`src/rtl/display_link_rx.sv`:
```
// UART 8N1 receiver and 4-byte frame parser (sync, addr, data, checksum) that
// issues one register write per valid frame and flags dropped bytes/frames.
module display_link_rx #(
    parameter int unsigned CLKS_PER_BIT  = 434,
    parameter logic [7:0]  SYNC_BYTE     = 8'hA5,
    parameter int unsigned MAX_ADDR      = 5,
    parameter int unsigned TIMEOUT_BYTES = 2
) (
    input  logic       clk,
    input  logic       reset,
    input  logic       rx,
    output logic [2:0] addr,
    output logic [7:0] data_out,
    output logic       write,
    output logic       frame_err,
    output logic       busy
);

    localparam int unsigned CNT_W    = $clog2(CLKS_PER_BIT);
    localparam int unsigned HALF     = CLKS_PER_BIT / 2;
    localparam int unsigned TO_LIMIT = TIMEOUT_BYTES * 10 * CLKS_PER_BIT;
    localparam int unsigned TO_W     = $clog2(TO_LIMIT + 1);

    typedef enum logic [2:0] {U_IDLE, U_START, U_DATA, U_STOP, U_BREAK} uart_t;
    typedef enum logic [1:0] {P_HUNT, P_ADDR, P_DATA, P_CSUM} parse_t;

    uart_t            u_state, u_next;
    parse_t           p_state, p_next;
    logic             rx_meta, rx_sync;
    logic [CNT_W-1:0] clk_cnt;
    logic [2:0]       bit_cnt;
    logic [7:0]       shift_q;
    logic [TO_W-1:0]  to_cnt;
    logic [2:0]       addr_byte;
    logic [7:0]       data_byte;

    logic half_done_c, bit_done_c, tick_c, start_det_c;
    logic byte_valid_c, stop_err_c, to_run_c, timeout_c;
    logic err_c, write_c, latch_addr_c, latch_data_c;
    logic [7:0] csum_c;

    assign half_done_c  = (clk_cnt == CNT_W'(HALF - 1));
    assign bit_done_c   = (clk_cnt == CNT_W'(CLKS_PER_BIT - 1));
    assign tick_c       = ((u_state == U_START) && half_done_c) ||
                          (((u_state == U_DATA) || (u_state == U_STOP)) && bit_done_c);
    assign start_det_c  = (u_state == U_IDLE) && !rx_sync;
    assign byte_valid_c = (u_state == U_STOP) && bit_done_c && rx_sync;
    assign stop_err_c   = (u_state == U_STOP) && bit_done_c && !rx_sync;
    assign to_run_c     = (p_state != P_HUNT) && (u_state == U_IDLE) && rx_sync;
    assign timeout_c    = to_run_c && (to_cnt == TO_W'(TO_LIMIT - 1));
    assign csum_c       = SYNC_BYTE + {5'b0, addr_byte} + data_byte;

    // State registers, synchroniser and UART datapath
    always_ff @(posedge clk) begin
        if (reset) begin
            rx_meta <= 1'b1;
            rx_sync <= 1'b1;
            u_state <= U_IDLE;
            p_state <= P_HUNT;
            clk_cnt <= '0;
            bit_cnt <= '0;
            shift_q <= '0;
            to_cnt  <= '0;
        end else begin
            rx_meta <= rx;
            rx_sync <= rx_meta;
            u_state <= u_next;
            p_state <= p_next;
            clk_cnt <= ((u_state == U_IDLE) || (u_state == U_BREAK) || tick_c)
                       ? '0 : clk_cnt + CNT_W'(1);
            if (u_state == U_IDLE) begin
                bit_cnt <= '0;
            end else if ((u_state == U_DATA) && bit_done_c) begin
                bit_cnt <= bit_cnt + 3'd1;
                shift_q <= {rx_sync, shift_q[7:1]};
            end
            if ((p_state == P_HUNT) || start_det_c) begin
                to_cnt <= '0;
            end else if (to_run_c) begin
                to_cnt <= to_cnt + TO_W'(1);
            end
        end
    end

    // UART next state; a low stop bit parks in BREAK until the line idles
    always_comb begin
        u_next = u_state;
        case (u_state)
            U_IDLE:  if (!rx_sync) u_next = U_START;
            U_START: if (half_done_c) u_next = rx_sync ? U_IDLE : U_DATA;
            U_DATA:  if (bit_done_c && (bit_cnt == 3'd7)) u_next = U_STOP;
            U_STOP:  if (bit_done_c) u_next = rx_sync ? U_IDLE : U_BREAK;
            U_BREAK: if (rx_sync) u_next = U_IDLE;
            default: u_next = U_IDLE;
        endcase
    end

    // Parser next state and write/error decisions
    always_comb begin
        p_next       = p_state;
        err_c        = 1'b0;
        write_c      = 1'b0;
        latch_addr_c = 1'b0;
        latch_data_c = 1'b0;
        if (stop_err_c || timeout_c) begin
            err_c  = 1'b1;
            p_next = P_HUNT;
        end else if (byte_valid_c) begin
            case (p_state)
                P_HUNT: if (shift_q == SYNC_BYTE) p_next = P_ADDR;
                P_ADDR: begin
                    if (shift_q <= 8'(MAX_ADDR)) begin
                        latch_addr_c = 1'b1;
                        p_next       = P_DATA;
                    end else begin
                        err_c  = 1'b1;
                        p_next = P_HUNT;
                    end
                end
                P_DATA: begin
                    latch_data_c = 1'b1;
                    p_next       = P_CSUM;
                end
                P_CSUM: begin
                    if (shift_q == csum_c) write_c = 1'b1;
                    else                   err_c   = 1'b1;
                    p_next = P_HUNT;
                end
                default: p_next = P_HUNT;
            endcase
        end
    end

    // Registered outputs and frame field latches
    always_ff @(posedge clk) begin
        if (reset) begin
            addr      <= '0;
            data_out  <= '0;
            write     <= 1'b0;
            frame_err <= 1'b0;
            busy      <= 1'b0;
            addr_byte <= '0;
            data_byte <= '0;
        end else begin
            write     <= write_c;
            frame_err <= err_c;
            busy      <= (p_next != P_HUNT);
            if (latch_addr_c) addr_byte <= shift_q[2:0];
            if (latch_data_c) data_byte <= shift_q;
            if (write_c) begin
                addr     <= addr_byte;
                data_out <= data_byte;
            end
        end
    end

endmodule
```
`config.mk`:
```
export PLATFORM = sky130hd
export DESIGN_NAME = display_link_rx
export DESIGN_NICKNAME = d
export VERILOG_FILES = /design/src/rtl/display_link_rx.sv
export SDC_FILE = /design/constraint.sdc
export NUM_CORES = 1
export LEC_CHECK = 0
export CAP_MARGIN = 20
export CORE_AREA = 4 4 123 66
export CTS_BUF_LIST = sky130_fd_sc_hd__clkbuf_16
export DETAILED_ROUTE_END_ITERATION = 7
export DIE_AREA = 0 0 127 70
export GPL_ROUTABILITY_DRIVEN = 0
export GPL_TIMING_DRIVEN = 0
export SKIP_LAST_GASP = 1
export SLEW_MARGIN = 20
export SYNTH_ARGS = -nofsm -noshare
export SYNTH_HDL_FRONTEND = slang
export SYNTH_SLANG_ARGS = --single-unit
export TNS_END_PERCENT = 50
```
`constraint.sdc`:
```
create_clock -name clk -period 3 [get_ports clk]
set_input_delay 0.75 -clock clk [delete_from_list [all_inputs] [get_ports clk]]
set_output_delay 0.75 -clock clk [all_outputs]
set_load 0.03 [all_outputs]
```
# == Yosys cells after proc, flatten, opt, wreduce, memory -nomap -nowiden ==
# Index checks and enable logic that the tools add are counted.
# W data, S select, Z words.
# word_totals
reg_bits,66
input_bits,3
out_inout_bits,14
elab_cells,96
# classes
add_sub_neg,5
n_lt_le_gt_ge,1
n_eq_ne,18
mux,29
bitwise,1
reduce_logical,27
# op_table
cell,n
$mux W3,6
$mux W1,15
$pmux W3 S5,1
$add A14 B1 Y14 const B,1
$eq A14 B14 Y1 const B,1
$logic_and A1 B1 Y1,11
$mux W2,5
$add A9 B1 Y9 const B,1
$eq A9 B8 Y1 const B,1
$eq A9 B9 Y1 const B,1
$add A8 B3 Y8 const A,1
$add A8 B8 Y8,1
$eq A8 B8 Y1,1
$eq A8 B8 Y1 const B,1
$le A8 B3 Y1 const B,1
$ne A2 B2 Y1 const B,4
$pmux W2 S4,1
$eq A3 B2 Y1 const B,2
$eq A3 B3 Y1 const B,2
$logic_or A1 B1 Y1,6
$reduce_or A2 Y1,3
$reduce_and A5 Y1,1
$eq A2 B2 Y1 const B,2
$reduce_bool A2 Y1,2
other kinds (10),10

# == Logic depth before layout (Yosys ltp) ==
# Gate-level depths: netlist of the first run.
# depth
ltp_word,7
ltp_mapped,11
mapped_depth_nobuf,10

# == Least setup slack after synthesis of the first run ==
# Ideal clock, no wire load.
# synth_path
path_kind,register to register
start,reg addr_byte[1]
end,reg addr[0]
setup_time_ps,72
t_arrival_ps,2583
required_ps,2928
setup_slack_ps,346
path_stages_with_launch,10
path_buffers,1
synth_period_minus_slack_ps,2654
cell_sequence,dfxtp_1 > ha_1 > ha_1 > fa_1 > xnor2_1 > nand4_1 > or4_4 > nor4_4 > buf_6 > mux2i_1
# synth_between
elab_chain_len,7
# synth_rtl
element,line,text
"start, declared",34,logic [2:0] addr_byte;
"start signal, assigned",148,if (latch_addr_c) addr_byte <= shift_q[2:0];
$add A8 B3 Y8,51,"assign csum_c = SYNC_BYTE + {5'b0, addr_byte} + data_byte;"
$add A8 B8 Y8,51,
$eq A8 B8 Y1,125,if (shift_q == csum_c) write_c = 1'b1;
$mux W1,125,
$mux W1,109,case (p_state)
$mux W1,108,end else if (byte_valid_c) begin
$mux W1,105,if (stop_err_c || timeout_c) begin
"end signal, assigned",151,addr <= addr_byte;
"end, declared",12,"output logic [2:0] addr,"
# Every way passes these cells.
# A chain may end at the register's enable or synchronous reset.

# == Worst setup path in the final report of the first run ==
# layout_path
start,reg addr_byte[2]
end,reg data_out[5]
# layout_between
elab_chain_len,7
# layout_rtl
element,line,text
$add A8 B3 Y8,51,
$add A8 B8 Y8,51,
$eq A8 B8 Y1,125,
$mux W1,125,
$mux W1,109,
$mux W1,108,
$mux W1,105,
"end signal, assigned",152,data_out <= data_byte;
"end, declared",13,"output logic [7:0] data_out,"
# Every way passes these cells.

==> reports/results.ini, run 1 <==
[global_route]
use_met1=0.263
grt_pass1_wl_microns=11400
grt_use_total=0.165
met2_usage=0.193
grt_pass1_vias=2142
grt_max_degree=11
top_usage_layer=met1
antenna_found_initial=0
use_met3=0.0558
overflow=0

[sta]
period_share=0.967
fmax_mhz=345
relSlewSlack=0.566
fin_ws_ns=0.0991
setup-tns-final_ns=0
hold_viol_final=0
fin_skew_ns=0.00489
final-max-slew-violation-count=0
min_period_ns=2.90
setup_viol=0
worstMarginPinSlew_ns=0.650

[setup_path]
arrival_ns=3.15
crit_type=reg -> reg
cp.buffers_inverters=4
cp-end-kind=flop
worstPathCellList=inv_1, ha_1, inv_2, fa_1, xnor2_2, nand4_1, or4_4, nor4_4, buf_4, buf_6, mux2i_1
crit_slowest_cell=fa_1
worstPathMaxFanout=5
crit_start=addr_byte[2]$_SDFFE_PP0P_
cp.required_ns=3.25
crit_path_max_incr_delay_ns=0.58
start_kind=flop
critPathTopFamily=simple AND/OR/NAND/NOR gates
r2r_start=addr_byte[2]$_SDFFE_PP0P_

[clocking]
ctsHoldBuffers=0
clk_latency_ns=0.33
clk_path_buf_depth=2
htreeDepth=3
cts_made_buffers=9
clk_pin_slew_ns=0.05
cts_root_buffer=clkbuf_16
cts.sinks=66
cts_tree=built

[finish]
most-common-layout-cells=dfxtp_1, nor2_1, mux2i_1, nand2b_1, inv_1
finalNetCount=399
utilization=0.551
area_growth_pct=18.5
diodes=0
fill_cells=668
final_layout_size_suffix_gt1_frac=0.119
layout_commonest_cell=dfxtp_1

[worst_hold_path]
min_path_type=reg -> reg
min_from=rx_meta$_SDFF_PP1_

[logic_synthesis]
ys_seq_elements=66
syn_nets=369
synth_cell_type_count=50
synth_area_leaders=dfxtp_1, mux2i_1, nor2_1, xnor2_1, ha_1
synthArstFlopShare=0
synth-edff-count=0
netlist_instances=351
seq_area_frac_synth=0.400
synthFlopType=dfxtp_1
post-synth-top-area-cell=dfxtp_1
postSynthAreaPerCell_sq_um=9.41
ys_warn_count=0
synthesis.area_sq_mm=0.00330
yosys.area.top_type_share=0.400

[route]
drt_wl_total_microns=6890
drc=0
ant_nets=0
viasPerCell=5.03
wl_per_cell_microns=14.3
drtIter0Drc=133
firstDrtPassIters=4
vias=2424

[power_and_ir_drop]
ir_worst_vdd_uv=291
p_per_area_mw_per_mm2=487
p_switching_w=0.000385
power.internal_w=0.00152
power_frac_clock=0.519
combPwrFrac=0.019
cellLeakagePower_nw=1.53
p_sw_frac=0.202
share_seq_of_total_power=0.462

[place]
port_buffers=15
dp_slack_ns=0.101
hpwl_microns=5050

[outcome]
status=complete, no violations

[floorplanning]
initial_utilization=0.465
num_rows=22
die_x_microns=127
dieArea_sq_mm=0.00889
fp.dieH_microns=70
coreArea_sq_mm=0.00710
ios=17

[flow_run]
drv_cap=0

final timing paths:
kind	to	slack [ns]	cells past startpoint
setup / recovery	data_out[5]$_SDFFE_PP0P_	0.1	11
hold / removal	rx_sync$_SDFF_PP1_	0.41	1
setup reg to reg	data_out[5]$_SDFFE_PP0P_	0.1	11
hold reg to reg	rx_sync$_SDFF_PP1_	0.41	1
through the flow:
step	cells	area, sq um	hold WS (ns)	power (W)
floorplan	351	3300	0.389	0.000925
global placement	462	3570	0.397	0.000935
detailed placement	462	3570	0.395	0.000936
CTS	478	3850	0.408	0.00193
global route	482	3910	0.422	0.00198
finish	482	3910	0.407	0.00190
kinds of logic (layout without fill, tap and decap cells):
group,Yosys count,in the layout,synth area share
xor gates and xnor gates,31,31,0.0822
buffers and inverters,34,69,0.0436
and+or+nand+nor,146,146,0.257
muxes,34,34,0.107
AOI/OAI and AO/OA,25,25,0.0508
adders and majority gates,15,15,0.0591
DFF,66,66,0.400
sequential cells by signal (all words and copies together) (netlist names):
register / count
rx_meta: 1
write: 1
shift_q: 8
data_out: 8
to_cnt: 14
data_byte: 8
rx_sync: 1
p_state: 2
u_state: 3
busy: 1
bit_cnt: 3
addr: 3
frame_err: 1
clk_cnt: 9
addr_byte: 3
final cells by class:
| cell class | instances | area, sq um | share of cell area |
|---|---|---|---|
| Clock buffer | 9 | 225 | 0.0576 |
| Tap cell | 96 | 120 | 0.0307 |
| Sequential cell | 66 | 1330 | 0.340 |
| Multi-Input combinational cell | 251 | 1860 | 0.475 |
| Inverter | 18 | 67.6 | 0.0173 |
| Buffer | 16 | 76.3 | 0.0195 |
| Clock inverter | 7 | 55.1 | 0.0141 |
| Timing Repair Buffer | 19 | 178 | 0.0454 |
routing by layer:
metal / vias up / share of wire
met5: - / 0
met2: 44 / 0.35
met4: 0 / 0.015
met1: 1107 / 0.57
met3: 10 / 0.069
li1: 1263 / -
cells in the mapped netlist (all sizes together) (2+ instances only):
cell type  number
mux2i          33
a211oi          3
and4b           3
nand3b          2
dfxtp          66
ha             14
xor2           10
nand4b          2
a21oi           7
clkbuf         10
or4             2
xnor2          21
inv            18
nor3           13
buf             6
a31oi           3
nand2b         22
nand2          12
nand3          12
or2             3
nor2b           2
and3            7
nand4           5
nor2           49
o21ai           3
a311o           2
and3b           2
nor4            4
and4            2
a21o            2
power by group through the flow:
stage                logic, W  clock network [W]  registers, W
floorplan           0.0000260                  0      0.000899
global placement    0.0000356                  0      0.000899
detailed placement  0.0000364                  0      0.000899
CTS                 0.0000366            0.00102      0.000881
global route        0.0000402            0.00106      0.000879
finish              0.0000363           0.000988      0.000880
what timing repair did:
item / in CTS / in global routing
setup buffers: 0 / 3
endpoints found under the hold margin: 0 / 0
setup endpoints to repair: 0 / 10
resized for setup: 0 / 11
No activity file was read; power rests on OpenSTA's default activity.
==> run 2: changes to the inputs <==
- MAX_ROUTING_LAYER: not set -> met4
==> reports/results.ini, run 2 (same netlist as run 1, synthesis figures left out) <==
[setup_path]
crit_slowest_cell=fa_1  ; unchanged
r2r_slack_ns=0.11  ; was 0.1 ns
worstPathMaxFanout=5  ; unchanged
start_kind=flop  ; unchanged
cp-end-kind=flop  ; unchanged
arrival_ns=3.15  ; about the same
crit_type=reg -> reg  ; unchanged
worstPathCellList=inv_1, ha_1, inv_2, fa_1, xnor2_2, nand4_1, or4_4, nor4_4, buf_4, buf_6, mux2i_1  ; unchanged
crit_path_max_incr_delay_ns=0.58  ; about the same
cp.required_ns=3.26  ; was 3.25 ns

[global_route]
overflow=0  ; unchanged
grt_pass1_wl_microns=11400  ; about the same
use_met1=0.262  ; was 0.263
grt_max_degree=11  ; unchanged
grt_use_total=0.169  ; was 0.165
antenna_found_initial=0  ; unchanged
met2_usage=0.194  ; was 0.193
top_usage_layer=met1  ; unchanged
grt_pass1_vias=2150  ; was 2142
use_met3=0.0489  ; was 0.0558

[clocking]
htreeDepth=3  ; unchanged
cts_made_buffers=9  ; unchanged
clk_pin_slew_ns=0.05  ; about the same
cts.sinks=66  ; unchanged
clk_latency_ns=0.33  ; about the same
cts_root_buffer=clkbuf_16  ; unchanged
clk_path_buf_depth=2  ; unchanged
cts_tree=built  ; unchanged
ctsHoldBuffers=0  ; unchanged

[sta]
relSlewSlack=0.565  ; was 0.566
worstMarginPinSlew_ns=0.653  ; was 0.650 ns
fmax_mhz=345  ; about the same
fin_skew_ns=0.00593  ; was 0.00489 ns
setup_viol=0  ; unchanged
hold_viol_final=0  ; unchanged
period_share=0.965  ; was 0.967
min_period_ns=2.89  ; was 2.90 ns
final-max-slew-violation-count=0  ; unchanged

[power_and_ir_drop]
cellLeakagePower_nw=1.53  ; unchanged
p_per_area_mw_per_mm2=487  ; about the same
ir_worst_vdd_uv=291  ; about the same
power_w=0.00191  ; was 0.00190 W

[finish]
layout_commonest_cell=dfxtp_1  ; unchanged
largest_register_ffs=14  ; unchanged
utilization=0.551  ; unchanged
finalNetCount=399  ; unchanged
final_layout_size_suffix_gt1_frac=0.119  ; unchanged
largest_register=to_cnt  ; unchanged
area_growth_pct=18.5  ; unchanged
diodes=0  ; unchanged
final_cells=482  ; unchanged
most-common-layout-cells=dfxtp_1, nor2_1, mux2i_1, nand2b_1, inv_1  ; unchanged
top_regs=to_cnt: 14 flops, clk_cnt: 9 flops  ; unchanged
fin_area_sq_mm=0.00391  ; unchanged

[floorplanning]
die_x_microns=127  ; unchanged
initial_utilization=0.465  ; unchanged
num_rows=22  ; unchanged
dieArea_sq_mm=0.00889  ; unchanged
fp.dieH_microns=70  ; unchanged
coreArea_sq_mm=0.00710  ; unchanged
ios=17  ; unchanged

[route]
wl_per_cell_microns=14.2  ; was 14.3 microns
drtIter0Drc=134  ; was 133
viasPerCell=5.10  ; was 5.03
firstDrtPassIters=4  ; unchanged
drc=0  ; unchanged
vias=2457  ; was 2424
ant_nets=0  ; unchanged
drt_wl_total_microns=6860  ; was 6890 microns

[flow_run]
drv_cap=0  ; unchanged

[outcome]
status=complete, no violations  ; unchanged

[place]
hpwl_microns=5050  ; unchanged
placed_cell_area_sq_mm=0.00357  ; unchanged
dp.cells=462  ; unchanged
port_buffers=15  ; unchanged

[worst_hold_path]
min_path_type=reg -> reg  ; unchanged

-- run 2: cell counts in the layout (fill, tap and decap cells not counted) --
Identical to the previous run, type by type.
-- run 2: path summary, 6_finish.rpt --
path	startpoint	to	cells past startpoint
worst min register to register	rx_meta$_SDFF_PP1_	rx_sync$_SDFF_PP1_	1
worst min-delay path	rx_meta$_SDFF_PP1_	rx_sync$_SDFF_PP1_	1
worst max-delay path	addr_byte[2]$_SDFFE_PP0P_	data_out[5]$_SDFFE_PP0P_	11
worst max register to register	addr_byte[2]$_SDFFE_PP0P_	data_out[5]$_SDFFE_PP0P_	11
-- run 2: critical path: cells and delay by family (launching register included) --
family / cells / cell delay (ns)
and+or+nand+nor: 3 / 0.87
adders and majority gates: 2 / 0.86
buffers and inverters: 4 / 0.41
DFF: 1 / 0.36
muxes: 1 / 0.19
xor gates and xnor gates: 1 / 0.12
-- run 2: layout make-up --
cell class                 instances  area, sq um
clock inverter                     7         55.1
multi-input combinational        251         1860
timing repair buffer              19          178
clock buffer                       9          225
inverter                          18         67.6
sequential                        66         1330
fill                             668         3190
tap                               96          120
buffer                            16         76.3
-- run 2: layer usage --
metal / part of all wire / routed length (microns) / vias up
met3: 0.053 / 366 / 11
met4: 0.018 / 123 / 0
met5: 0 / 0 / -
met1: 0.58 / 3970 / 1135
li1: - / - / 1264
met2: 0.35 / 2400 / 47
-- run 2: stage by stage --
stage / setup TNS (ns) / hold slack [ns] / setup slack, ns
floorplan: 0 / 0.389 / 0.346
detailed placement: 0 / 0.395 / 0.101
global route: -0.0331 / 0.422 / -0.0159
global placement: 0 / 0.397 / 0.0844
CTS: 0 / 0.408 / 0.0625
finish: 0 / 0.407 / 0.105
-- run 2: power by group --
part	switching (W)	total (W)	internal (W)
Clock	0.000364	0.000991	0.000627
Sequential	0.00000125	0.000880	0.000879
Combinational	0.0000217	0.0000358	0.0000141
-- run 2: what timing repair did --
| item | 4_1_cts | 5_1_grt |
|---|---|---|
| gates resized for setup | 0 | 11 |
| buffers inserted | 0 | 3 |
| hold endpoints to repair | 0 | 0 |
| setup endpoints to repair | 0 | 10 |
==> run 3: changes to the inputs <==
- CAP_MARGIN: 20 -> not set
- CORE_AREA: 4 4 123 66 -> 4 4 110 60
- DIE_AREA: 0 0 127 70 -> 0 0 114 64
- GPL_ROUTABILITY_DRIVEN: 0 -> 1
- PLACE_DENSITY: not set -> 0.78
==> reports/results.ini, run 3 (same netlist as run 1, synthesis figures left out) <==
[setup_path]
cp.buffers_inverters=2  ; was 4
cp-end-kind=flop  ; unchanged
crit_slowest_cell=fa_1  ; unchanged
critPathTopFamily=adder cells  ; was simple AND/OR/NAND/NOR gates
crit_type=reg -> reg  ; unchanged
arrival_ns=3.16  ; was 3.15 ns
crit_path_max_incr_delay_ns=0.52  ; was 0.58 ns
worstPathCellList=ha_1, ha_2, fa_1, xnor2_2, nand4_1, or4_4, nor4_4, buf_4, buf_6, mux2i_1  ; was inv_1, ha_1, inv_2, fa_1, xnor2_2, nand4_1, or4_4, nor4_4, buf_4, buf_6, mux2i_1
start_kind=flop  ; unchanged
worstPathMaxFanout=5  ; unchanged
cp.required_ns=3.26  ; about the same

[route]
drc=0  ; unchanged
ant_nets=0  ; unchanged
wl_per_cell_microns=14.4  ; was 14.2 microns
drtIter0Drc=196  ; was 134
firstDrtPassIters=4  ; unchanged
viasPerCell=5.40  ; was 5.10
vias=2505  ; was 2457
drt_wl_total_microns=6700  ; was 6860 microns

[finish]
largest_register=to_cnt  ; unchanged
utilization=0.669  ; was 0.551
fill_cells=474  ; was 668
ff_latch_area_sq_mm=0.00132  ; was 0.00133 sq mm
top_regs=to_cnt: 14 flops, clk_cnt: 9 flops  ; unchanged
finalNetCount=400  ; was 399
diodes=0  ; unchanged
final_layout_size_suffix_gt1_frac=0.103  ; was 0.119
layout_commonest_cell=dfxtp_1  ; unchanged
largest_register_ffs=14  ; unchanged
multiInputGateArea_sq_mm=0.00185  ; was 0.00186 sq mm
final_cells=464  ; was 482
area_growth_pct=16.6  ; was 18.5%
most-common-layout-cells=dfxtp_1, nor2_1, mux2i_1, nand2b_1  ; was dfxtp_1, nor2_1, mux2i_1, nand2b_1, inv_1

[global_route]
met2_usage=0.254  ; was 0.194
top_usage_layer=met1  ; unchanged
grt_use_total=0.206  ; was 0.169
use_met3=0.0842  ; was 0.0489
antenna_found_initial=0  ; unchanged
grt_pass1_vias=2306  ; was 2150
grt_max_degree=11  ; unchanged
use_met1=0.287  ; was 0.262
grt_pass1_wl_microns=11300  ; was 11400 microns
overflow=0  ; unchanged

[sta]
worstMarginPinSlew_ns=0.654  ; was 0.653 ns
fmax_mhz=344  ; was 345 MHz
fin_skew_ns=0.00601  ; was 0.00593 ns
relSlewSlack=0.564  ; was 0.565
min_period_ns=2.90  ; was 2.89 ns
setup_viol=0  ; unchanged
final-max-slew-violation-count=0  ; unchanged
setup-tns-final_ns=0  ; unchanged
hold_viol_final=0  ; unchanged
period_share=0.968  ; was 0.965
fin_ws_ns=0.0954  ; was 0.105 ns

[power_and_ir_drop]
ir_worst_vdd_uv=383  ; was 291 uV
p_per_area_mw_per_mm2=473  ; was 487 mW/mm^2
cellLeakagePower_nw=1.51  ; was 1.53 nW

[clocking]
clk_path_buf_depth=2  ; unchanged
htreeDepth=3  ; unchanged
cts.sinks=66  ; unchanged
clk_latency_ns=0.33  ; about the same
cts_made_buffers=9  ; unchanged
clk_pin_slew_ns=0.05  ; about the same
cts_root_buffer=clkbuf_16  ; unchanged
cts_tree=built  ; unchanged

[place]
dp_slack_ns=0.119  ; was 0.101 ns
gp_congestion=0.894
dp.cells=443  ; was 462
port_buffers=15  ; unchanged
hpwl_microns=4780  ; was 5050 microns

[floorplanning]
dieArea_sq_mm=0.00730  ; was 0.00889 sq mm
die_x_microns=114  ; was 127 microns
fp.dieH_microns=64  ; was 70 microns
initial_utilization=0.574  ; was 0.465
coreArea_sq_mm=0.00576  ; was 0.00710 sq mm
ios=17  ; unchanged
num_rows=20  ; was 22

[outcome]
status=complete, no violations  ; unchanged

[flow_run]
drv_cap=0  ; unchanged

[worst_hold_path]
min_path_type=reg -> reg  ; unchanged

-- run 3: cell type report --
cell class | instances | share of cell area
clock buffers | 9 | 0.0585
clock inverters | 7 | 0.00747
plain buffers | 16 | 0.0198
flip-flops and latches | 66 | 0.344
well taps | 77 | 0.0250
inverters | 18 | 0.0175
repair buffers | 20 | 0.0481
multi-input cells | 251 | 0.480
-- run 3: worst reg2reg max path: cells and delay by family, from the launching register on --
family                   cells  cell delay [ns]
multiplexers                 1             0.19
adder cells (fa/ha/maj)      3             1.04
flip-flops                   1             0.33
AND/OR/NAND/NOR              3             0.84
XOR/XNOR                     1             0.12
buffers and inverters        2             0.30
-- run 3: final timing paths --
kind	slack (ns)	from	to	depth (start not counted)
worst max-delay path	0.1	addr_byte[1]$_SDFFE_PP0P_	data_out[4]$_SDFFE_PP0P_	10
worst min-delay path	0.41	rx_meta$_SDFF_PP1_	rx_sync$_SDFF_PP1_	1
worst max register to register	0.1	addr_byte[1]$_SDFFE_PP0P_	data_out[4]$_SDFFE_PP0P_	10
worst min register to register	0.41	rx_meta$_SDFF_PP1_	rx_sync$_SDFF_PP1_	1
-- run 3: timing repair --
action | CTS | global route
endpoints found under the setup margin | 0 | 10
resized for setup | 0 | 4
endpoints found under the hold margin | 0 | 0
buffers inserted | 0 | 4
hold buffers | 0 | 0
-- run 3: layer usage --
metal | up-vias | routed length (microns)
met5 | - | 0
met4 | 0 | 144
met3 | 13 | 430
met2 | 60 | 2500
met1 | 1164 | 3630
li1 | 1268 | -
-- run 3: per-stage QoR --
| stage | total power, W | hold slack, ns | instance area (sq um) |
|---|---|---|---|
| final | 0.00182 | 0.414 | 3850 |
| after global routing | 0.00188 | 0.445 | 3850 |
| after CTS | 0.00183 | 0.417 | 3800 |
| after detailed placement | 0.000935 | 0.405 | 3550 |
| after global placement | 0.000934 | 0.394 | 3550 |
| after floorplan | 0.000925 | 0.389 | 3300 |
-- run 3: power breakdown --
group / internal (W) / total, W / switching, W
clock network: 0.000540 / 0.000902 / 0.000362
logic: 0.0000141 / 0.0000359 / 0.0000218
registers: 0.000880 / 0.000881 / 0.00000121
